$ cat src/rtl/countdown_timer_bcd.sv
// MM:SS BCD countdown timer: loads a value, decrements once per TICK_DIV clocks, pulses done at 00:00.
// Optional macro COUNTDOWN_AUTO_RELOAD_EN: on expiry, reload the last loaded value and keep running.
module countdown_timer_bcd #(
  parameter int TICK_DIV = 50000000,
  parameter int MAX_MM   = 99
) (
  input  logic       clk,
  input  logic       rst_n,
  input  logic       clear,
  input  logic       load,
  input  logic [7:0] load_mm,
  input  logic [7:0] load_ss,
  input  logic       start,
  input  logic       pause,
  output logic [7:0] mm,
  output logic [7:0] ss,
  output logic [1:0] state,
  output logic       running,
  output logic       done,
  output logic       load_err
);

  localparam int            PW       = (TICK_DIV > 2) ? $clog2(TICK_DIV) : 1;
  localparam logic [PW-1:0] PRE_LAST = PW'(TICK_DIV - 1);

  typedef enum logic [1:0] {
    IDLE    = 2'd0,
    RUN     = 2'd1,
    PAUSE   = 2'd2,
    EXPIRED = 2'd3
  } state_t;

  state_t        state_q;
  logic [PW-1:0] pre_q;
  logic [15:0]   cnt_q;
  logic          done_q;
  logic          load_err_q;

  logic [15:0] load_val_d;
  logic [15:0] dec_val_d;
  logic [15:0] reload_val_d;
  logic [7:0]  mm_dec_d;
  logic        load_ok_d;
  logic [3:0]  borrow_d;

  always_comb begin
    load_val_d = {load_mm, load_ss};
    mm_dec_d   = {4'd0, load_mm[7:4]} * 8'd10 + {4'd0, load_mm[3:0]};
    load_ok_d  = (load_mm[7:4] <= 4'd9) && (load_mm[3:0] <= 4'd9) &&
                 (load_ss[7:4] <= 4'd5) && (load_ss[3:0] <= 4'd9) &&
                 (mm_dec_d <= 8'(MAX_MM));
  end

  // Digit 0 is seconds units; digit 1 (seconds tens) rolls 0->5, the rest roll 0->9.
  assign borrow_d[0] = 1'b1;
  for (genvar gi = 0; gi < 4; gi++) begin : g_digit
    localparam logic [3:0] LIM = (gi == 1) ? 4'd5 : 4'd9;
    logic [3:0] dig;
    assign dig = cnt_q[4*gi +: 4];
    assign dec_val_d[4*gi +: 4] = !borrow_d[gi] ? dig :
                                  (dig == 4'd0) ? LIM : dig - 4'd1;
    if (gi < 3) begin : g_borrow
      assign borrow_d[gi+1] = borrow_d[gi] && (dig == 4'd0);
    end
  end

`ifdef COUNTDOWN_AUTO_RELOAD_EN
  logic [15:0] reload_q;

  always_ff @(posedge clk or negedge rst_n) begin
    if (!rst_n) begin
      reload_q <= '0;
    end else if (!clear && load && (state_q != RUN) && load_ok_d) begin
      reload_q <= load_val_d;
    end
  end

  assign reload_val_d = reload_q;
`else
  assign reload_val_d = '0;
`endif

  always_ff @(posedge clk or negedge rst_n) begin
    if (!rst_n) begin
      state_q    <= IDLE;
      cnt_q      <= '0;
      pre_q      <= '0;
      done_q     <= 1'b0;
      load_err_q <= 1'b0;
    end else begin
      done_q     <= 1'b0;
      load_err_q <= 1'b0;
      if (clear) begin
        state_q <= IDLE;
        cnt_q   <= '0;
        pre_q   <= '0;
      end else if (load && (state_q != RUN)) begin
        if (load_ok_d) begin
          cnt_q   <= load_val_d;
          state_q <= IDLE;
          pre_q   <= '0;
        end else begin
          load_err_q <= 1'b1;
        end
      end else begin
        unique case (state_q)
          IDLE: begin
            if (start && !pause && (cnt_q != '0)) begin
              state_q <= RUN;
              pre_q   <= '0;
            end
          end
          PAUSE: begin
            // Prescaler is left alone so a partial second survives the pause.
            if (start && !pause) state_q <= RUN;
          end
          RUN: begin
            if (pause) begin
              state_q <= PAUSE;
            end else if (pre_q == PRE_LAST) begin
              pre_q <= '0;
              if (dec_val_d == '0) begin
                done_q <= 1'b1;
                if (reload_val_d != '0) begin
                  cnt_q <= reload_val_d;
                end else begin
                  cnt_q   <= '0;
                  state_q <= EXPIRED;
                end
              end else begin
                cnt_q <= dec_val_d;
              end
            end else begin
              pre_q <= pre_q + 1'b1;
            end
          end
          default: ;
        endcase
      end
    end
  end

  assign mm       = cnt_q[15:8];
  assign ss       = cnt_q[7:0];
  assign state    = state_q;
  assign running  = (state_q == RUN);
  assign done     = done_q;
  assign load_err = load_err_q;

endmodule

$ cat config.mk
export PLATFORM = sky130hd
export DESIGN_NAME = countdown_timer_bcd
export DESIGN_NICKNAME = d
export VERILOG_FILES = /design/src/rtl/countdown_timer_bcd.sv
export SDC_FILE = /design/constraint.sdc
export NUM_CORES = 1
export LEC_CHECK = 0
export ABC_CLOCK_PERIOD_IN_PS = 3500
export CORE_UTILIZATION = 58
export CTS_BUF_LIST = sky130_fd_sc_hd__clkbuf_2
export DETAILED_ROUTE_END_ITERATION = 10
export PLACE_DENSITY_LB_ADDON = 0.15
export SLEW_MARGIN = 15
export SYNTH_ARGS = -nofsm -noshare
export SYNTH_HDL_FRONTEND = slang
export SYNTH_SLANG_ARGS = --single-unit
$ cat constraint.sdc
create_clock -name clk -period 3.5 [get_ports clk]
set_clock_uncertainty 0.15 [all_clocks]
set_input_delay 0.875 -clock clk [delete_from_list [all_inputs] [get_ports clk]]
set_output_delay 0.875 -clock clk [all_outputs]
set_load 0.05 [all_outputs]
==> impl_metrics.py <==
metrics = {
    "global_routing": {
        "grt_pass1_wl_um": 14700,
        "grt-ovfl-total": 0,
        "grt_pass1_vias": 3131,
        "grt_max_degree": 47,
        "grt_use_total": 0.308,
        "antenna_found_initial": 0,
    },
    "finish": {
        "drive_gt1_frac": 0.145,
        "final_common_cell": "dfrtp_1",
        "fillers": 395,
        "final_nets": 478,
        "area_growth_pct": 24.8,
        "mostFrequentLayoutCells": "dfrtp_1 (46), clkdlybuf4s50_1 (37), nor2_1 (35)",
        "fin_util": 0.774,
        "diodes": 0,
    },
    "die": {
        "io_pins": 43,
        "dieArea_sq_um": 5940,
        "rows": 26,
        "die_h_um": 77.1,
        "core-area_sq_um": 5270,
        "start_util": 0.620,
        "die-width_um": 77.1,
    },
    "outcome": {
        "outcome": "finished, final reports clean",
    },
    "sta": {
        "period_share": 0.963,
        "tightest_slew_ns": 1.04,
        "hold_viol": 0,
        "rsz0062_at_grt": "false",
        "layout_min_cycle_time_ns": 3.37,
        "postLayoutSetupSlackWorst_ns": 0.130,
        "fin_tns_setup_ns": 0,
        "fmax_mhz": 297,
        "max_slew_margin": 0.308,
        "setup_viol": 0,
        "slew_violations": 0,
        "hold_slack_ns": 0.424,
    },
    "cts": {
        "clock_path_buffers": 2,
        "clkTransAtPathRegs_ns": 0.25,
        "clk_latency_ns": 0.43,
        "ctsRootBufferMaster": "clkbuf_2",
        "cts_setup_buffers": 0,
        "cts_sinks": 46,
        "holdBufCountCts": 0,
        "cts_tree": "built",
        "numCtsBuffers": 5,
        "h-tree-depth": 2,
    },
    "run": {
        "maxCapViolations": 0,
    },
    "drt": {
        "drt_iter0_drc": 250,
        "drtAntennaViolNets": 0,
        "routedWlPerCell_um": 17.0,
        "vias_per_cell": 6.47,
        "vias": 3347,
        "drc": 0,
        "finalWirelength_um": 8800,
        "first_pass_iters": 5,
    },
    "logic_synthesis": {
        "syn-num-nets": 415,
        "yosys_most_used_dff": "dfrtp_1",
        "netlist_area_sq_um": 3270,
        "ys_types": 66,
        "synth-edff-count": 0,
        "synth_seq_cells": 46,
        "synth_area_per_cell_sq_um": 8.53,
        "yosysSeqAreaShare": 0.352,
        "syn_inst": 383,
        "async_flop_share": 1.00,
        "ys_warn_count": 0,
    },
    "power": {
        "peakVddDrop_mv": 0.332,
        "powerDensity_nw_per_um2": 422,
        "p_leak_nw": 1.72,
    },
    "min_path": {
        "hp-class": "primary input to async pin",
    },
    "worst_setup_path": {
        "crit_required_ns": 3.69,
        "reg2reg_slack_ns": 0.69,
        "arrival_ns": 3.56,
        "start_kind": "primary input",
        "critPathMaxFanout": 16,
        "end_kind": "flop",
        "criticalPathCategory": "primary input to flop",
    },
    "place": {
        "port_buffers": 42,
        "place_congestion": 0.931,
        "hpwl_um": 6460,
        "dp_slack_ns": -0.651,
    },
}
-- worst paths after layout --
kind / from / to / depth (start not counted)
worst max-delay path: load_mm[5] / pre_q[11] / 13
max in group asynchronous: rst_n / cnt_q[12] / 1
worst min-delay path: rst_n / pre_q[4] / 1
min in group clk: pre_q[23] / pre_q[23] / 1
worst min register to register: pre_q[23] / pre_q[23] / 1
worst max register to register: cnt_q[11] / pre_q[11] / 9
-- sequential cells by signal (all words and copies together) (netlist names) --
register  flops
pre_q        26
cnt_q        16
state         2
done          1
load_err      1
-- cells in the mapped netlist, types with 3 or more instances --
cell type / n / area (sq um)
dfrtp_1: 46 / 1150
nor2_1: 35 / 131
o21ai_0: 34 / 170
nand2_1: 31 / 116
a21oi_1: 27 / 135
nor3_1: 19 / 95.1
nand3_1: 16 / 80.1
o2bb2ai_1: 16 / 140
inv_1: 14 / 52.6
clkbuf_1: 9 / 33.8
mux2i_1: 9 / 90.1
ha_1: 8 / 100
nand4_1: 8 / 50.1
nor4_1: 8 / 50.1
nand2b_1: 7 / 43.8
and3_1: 5 / 31.3
buf_2: 5 / 25.0
a211o_1: 4 / 35.0
a211oi_1: 4 / 30.0
a31oi_1: 4 / 25.0
mux2_2: 4 / 45.0
o22ai_1: 4 / 25.0
a21o_1: 3 / 22.5
a22oi_1: 3 / 22.5
a311oi_1: 3 / 26.3
nor4_2: 3 / 37.5
o211a_1: 3 / 30.0
o211ai_1: 3 / 22.5
-- logic make-up (layout without fill, tap and decap cells) --
family	after synthesis	after routing	synth area share
adder cells (fa/ha/maj)	10	10	0.0429
flip-flops	46	46	0.352
AND/OR/NAND/NOR	158	158	0.268
AO/OA/AOI/OAI	123	123	0.250
multiplexers	13	13	0.0413
XOR/XNOR	3	3	0.00804
buffers and inverters	30	94	0.0379
-- final cells by class --
| type | count | area [sq um] | share of cell area |
|---|---|---|---|
| clock buffers | 5 | 25.0 | 0.00613 |
| clock inverters | 3 | 43.8 | 0.0107 |
| inverters | 14 | 52.6 | 0.0129 |
| multi-input cells | 307 | 2070 | 0.507 |
| flip-flops and latches | 46 | 1150 | 0.282 |
| well taps | 70 | 87.6 | 0.0215 |
| repair buffers | 72 | 652 | 0.160 |
-- routing by layer --
metal | GRT usage | wire length (um) | up-vias
met2 | 0.528 | 4420 | 145
met3 | 0.0464 | 548 | 14
met4 | 0.100 | 132 | 0
li1 | - | - | 1581
met5 | 0 | 0 | -
met1 | 0.397 | 3690 | 1607
-- per-stage QoR --
stage	cells	power [mW]	instance area, sq um
after floorplan	383	1.13	3320
after detailed placement	509	1.39	3980
after global routing	517	1.81	4080
after global placement	509	1.38	3980
final	517	1.72	4080
after CTS	517	1.71	4060
-- power by group --
| group | leakage, nW | internal (mW) | switching, mW |
|---|---|---|---|
| Sequential | 0.635 | 0.564 | 0.0539 |
| Clock | 0.0433 | 0.122 | 0.193 |
| Combinational | 1.04 | 0.303 | 0.483 |
-- worst max-delay path, stage by stage --
cell,delay (ns)
dlygate4sd2_1,0.27
ha_4,0.25
ha_4,0.16
fa_2,0.56
nand2_2,0.09
a21o_1,0.17
a211oi_2,0.16
o211a_1,0.23
a211oi_4,0.08
or2_1,0.27
buf_12,0.16
buf_4,0.14
o2bb2ai_1,0.12
-- what timing repair did --
action                                  4_1_cts  5_1_grt
pin swaps                                     1        2
gates resized for setup                       4        6
endpoints found under the setup margin       42       33
Power figures use the tool's default switching activity.
==> RTL change (config.mk and constraints unchanged) <==
The parameter `TICK_DIV` goes from 50000000 to 25000000.
--- a/src/rtl/countdown_timer_bcd.sv
+++ b/src/rtl/countdown_timer_bcd.sv
@@ -1,7 +1,7 @@
 // MM:SS BCD countdown timer: loads a value, decrements once per TICK_DIV clocks, pulses done at 00:00.
 // Optional macro COUNTDOWN_AUTO_RELOAD_EN: on expiry, reload the last loaded value and keep running.
 module countdown_timer_bcd #(
-  parameter int TICK_DIV = 50000000,
+  parameter int TICK_DIV = 25000000,
   parameter int MAX_MM   = 99
 ) (
   input  logic       clk,
Function: no difference found for any inputs over 10 cycles, from zero or initial values and one cycle with rst_n low; that may be too few to reach the edited logic, so the function may still have changed.
==> RTL change against the unedited design <==
Power increased by 7.2%; via count decreased by 6.0%; combinational power increased by 19%; setup slack got worse by 0.032 ns; hold slack got worse by 0.20 ns; synthesized area decreased by 5.2%; utilization increased by 0.79 points; sequential share of layout area decreased by 0.20 points; synthesized cell count decreased by 5.5%; sequential cell count decreased by 1; first-iteration DRC count increased by 19%; design area decreased by 1.5%; non-clock buffer count increased by 12; wire length decreased by 5.4%; highest routed layer unchanged.
==> RTL change: results <==
[global_route]
grt_pass1_wl_um = 12900
grt_pass1_vias = 2717
grt_use_total = 0.304
use_met3 = 0.0455

[synthesis]
ys_types = 62
synth-xor-area-share = 0.00848
yosysSeqAreaShare = 0.363
synth_compound_area_frac = 0.258
syn_nets = 394
synth.area.mux_share = 0.0206
synth_commonest_cells = "dfrtp_1, nand2_1, o21ai_1"
synth.area.top_cells = "dfrtp_1, o21ai_1, a21oi_1, nand2_1, nor2_1"

[detailed_routing]
drt_iter0_markers = 297

[setup_path]
worstReg2RegStart = "pre_q[0]"
path_max_fanout = 5
endpoint = "pre_q[21]"
crit_start = "load_mm[7]"
r2r_slack_ns = 0.78
worstReg2RegEnd = "pre_q[16]"
cp.arrival_ns = 3.66

[power_and_ir_drop]
p_leak_nw = 1.65

[finish]
nets = 468
drive_above_1_share = 0.195
largest_reg_flops = 25

[place]
placed_area_mm2 = 0.00379
hpwl_um = 5710
place_congestion = 0.840

[status]
status = "finished clean"

[timing]
relSlewSlack = 0.602

[clocking]
insertion_delay_ns = 0.45
-- RTL change: cell types whose count changed after synthesis, moves of 5 or more --
cell	change
o21ai_1	+33
nor3_1	-9
o2bb2ai_1	-16
nand3_1	-9
o21ai_0	-25
o41ai_1	+5
o31ai_1	+13
or3_1	+5
mux2i_1	-6
nor4_1	-6
-- RTL change: worst min-delay path by stage --
| stage | end | startpoint | cells past startpoint | slack (ns) |
|---|---|---|---|---|
| 5_1_grt | pre_q[22] | rst_n | 1 | 0.24 |
| 3_5_place_dp | pre_q[15] | pre_q[15] | 1 | 0.34 |
| 4_1_cts | pre_q[13] | pre_q[13] | 1 | 0.37 |
| 3_3_place_gp | pre_q[13] | pre_q[13] | 1 | 0.33 |
| 6_report | pre_q[20] | rst_n | 1 | 0.22 |
| 2_1_floorplan | pre_q[13] | pre_q[13] | 1 | 0.31 |
-- RTL change: power by group --
| group | internal, mW | leakage (nW) | switching (mW) |
|---|---|---|---|
| logic | 0.379 | 1.00 | 0.560 |
| clock network | 0.0514 | 0.0310 | 0.190 |
| registers | 0.569 | 0.615 | 0.0936 |
-- RTL change: cell families (layout without fill, tap and decap cells) --
| family | count (synthesis) | count (layout) |
|---|---|---|
| xor gates and xnor gates | 3 | 3 |
| buffers and inverters | 28 | 103 |
| adders and majority gates | 10 | 10 |
| muxes | 6 | 6 |
| DFF | 45 | 45 |
| AOI/OAI and AO/OA | 124 | 124 |
| and+or+nand+nor | 146 | 146 |
-- RTL change: worst max-delay path, delay by kind of cell --
kind | cells | cell delay, ns
fa+ha+maj | 3 | 1.00
compound gates | 5 | 0.86
simple gates | 1 | 0.50
buf+inv | 2 | 0.42
-- RTL change: timing repair --
action / in CTS / in global routing
hold endpoints to repair: 0 / 0
setup endpoints to repair: 37 / 30
gates resized for setup: 16 / 14
pin swaps: 9 / 11
buffers inserted: 6 / 5
-- RTL change: area by class of cell --
cell class	count	area, um^2
Clock buffer	5	25.0
Inverter	11	41.3
Clock inverter	3	21.3
Tap cell	70	87.6
Fill cell	386	1120
Timing Repair Buffer	84	759
Sequential cell	45	1130
Multi-Input combinational cell	289	1960
-- RTL change: routing by layer --
metal | routed length (um) | share of wire
met1 | 3870 | 0.46
met2 | 4010 | 0.48
met3 | 361 | 0.043
met4 | 87 | 0.010
met5 | 0 | 0
-- RTL change: stage by stage --
step / TNS, ns / setup slack [ns] / utilization / cells / total power [mW]
global placement: -21.95 / -0.670 / 0.737 / 489 / 1.53
CTS: 0 / 0.0206 / 0.761 / 502 / 1.81
global route: 0 / 0.0255 / 0.782 / 507 / 1.95
finish: 0 / 0.0979 / 0.782 / 507 / 1.84
detailed placement: -24.92 / -0.743 / 0.737 / 489 / 1.55
floorplan: 0 / 0.00699 / - / 362 / 1.25
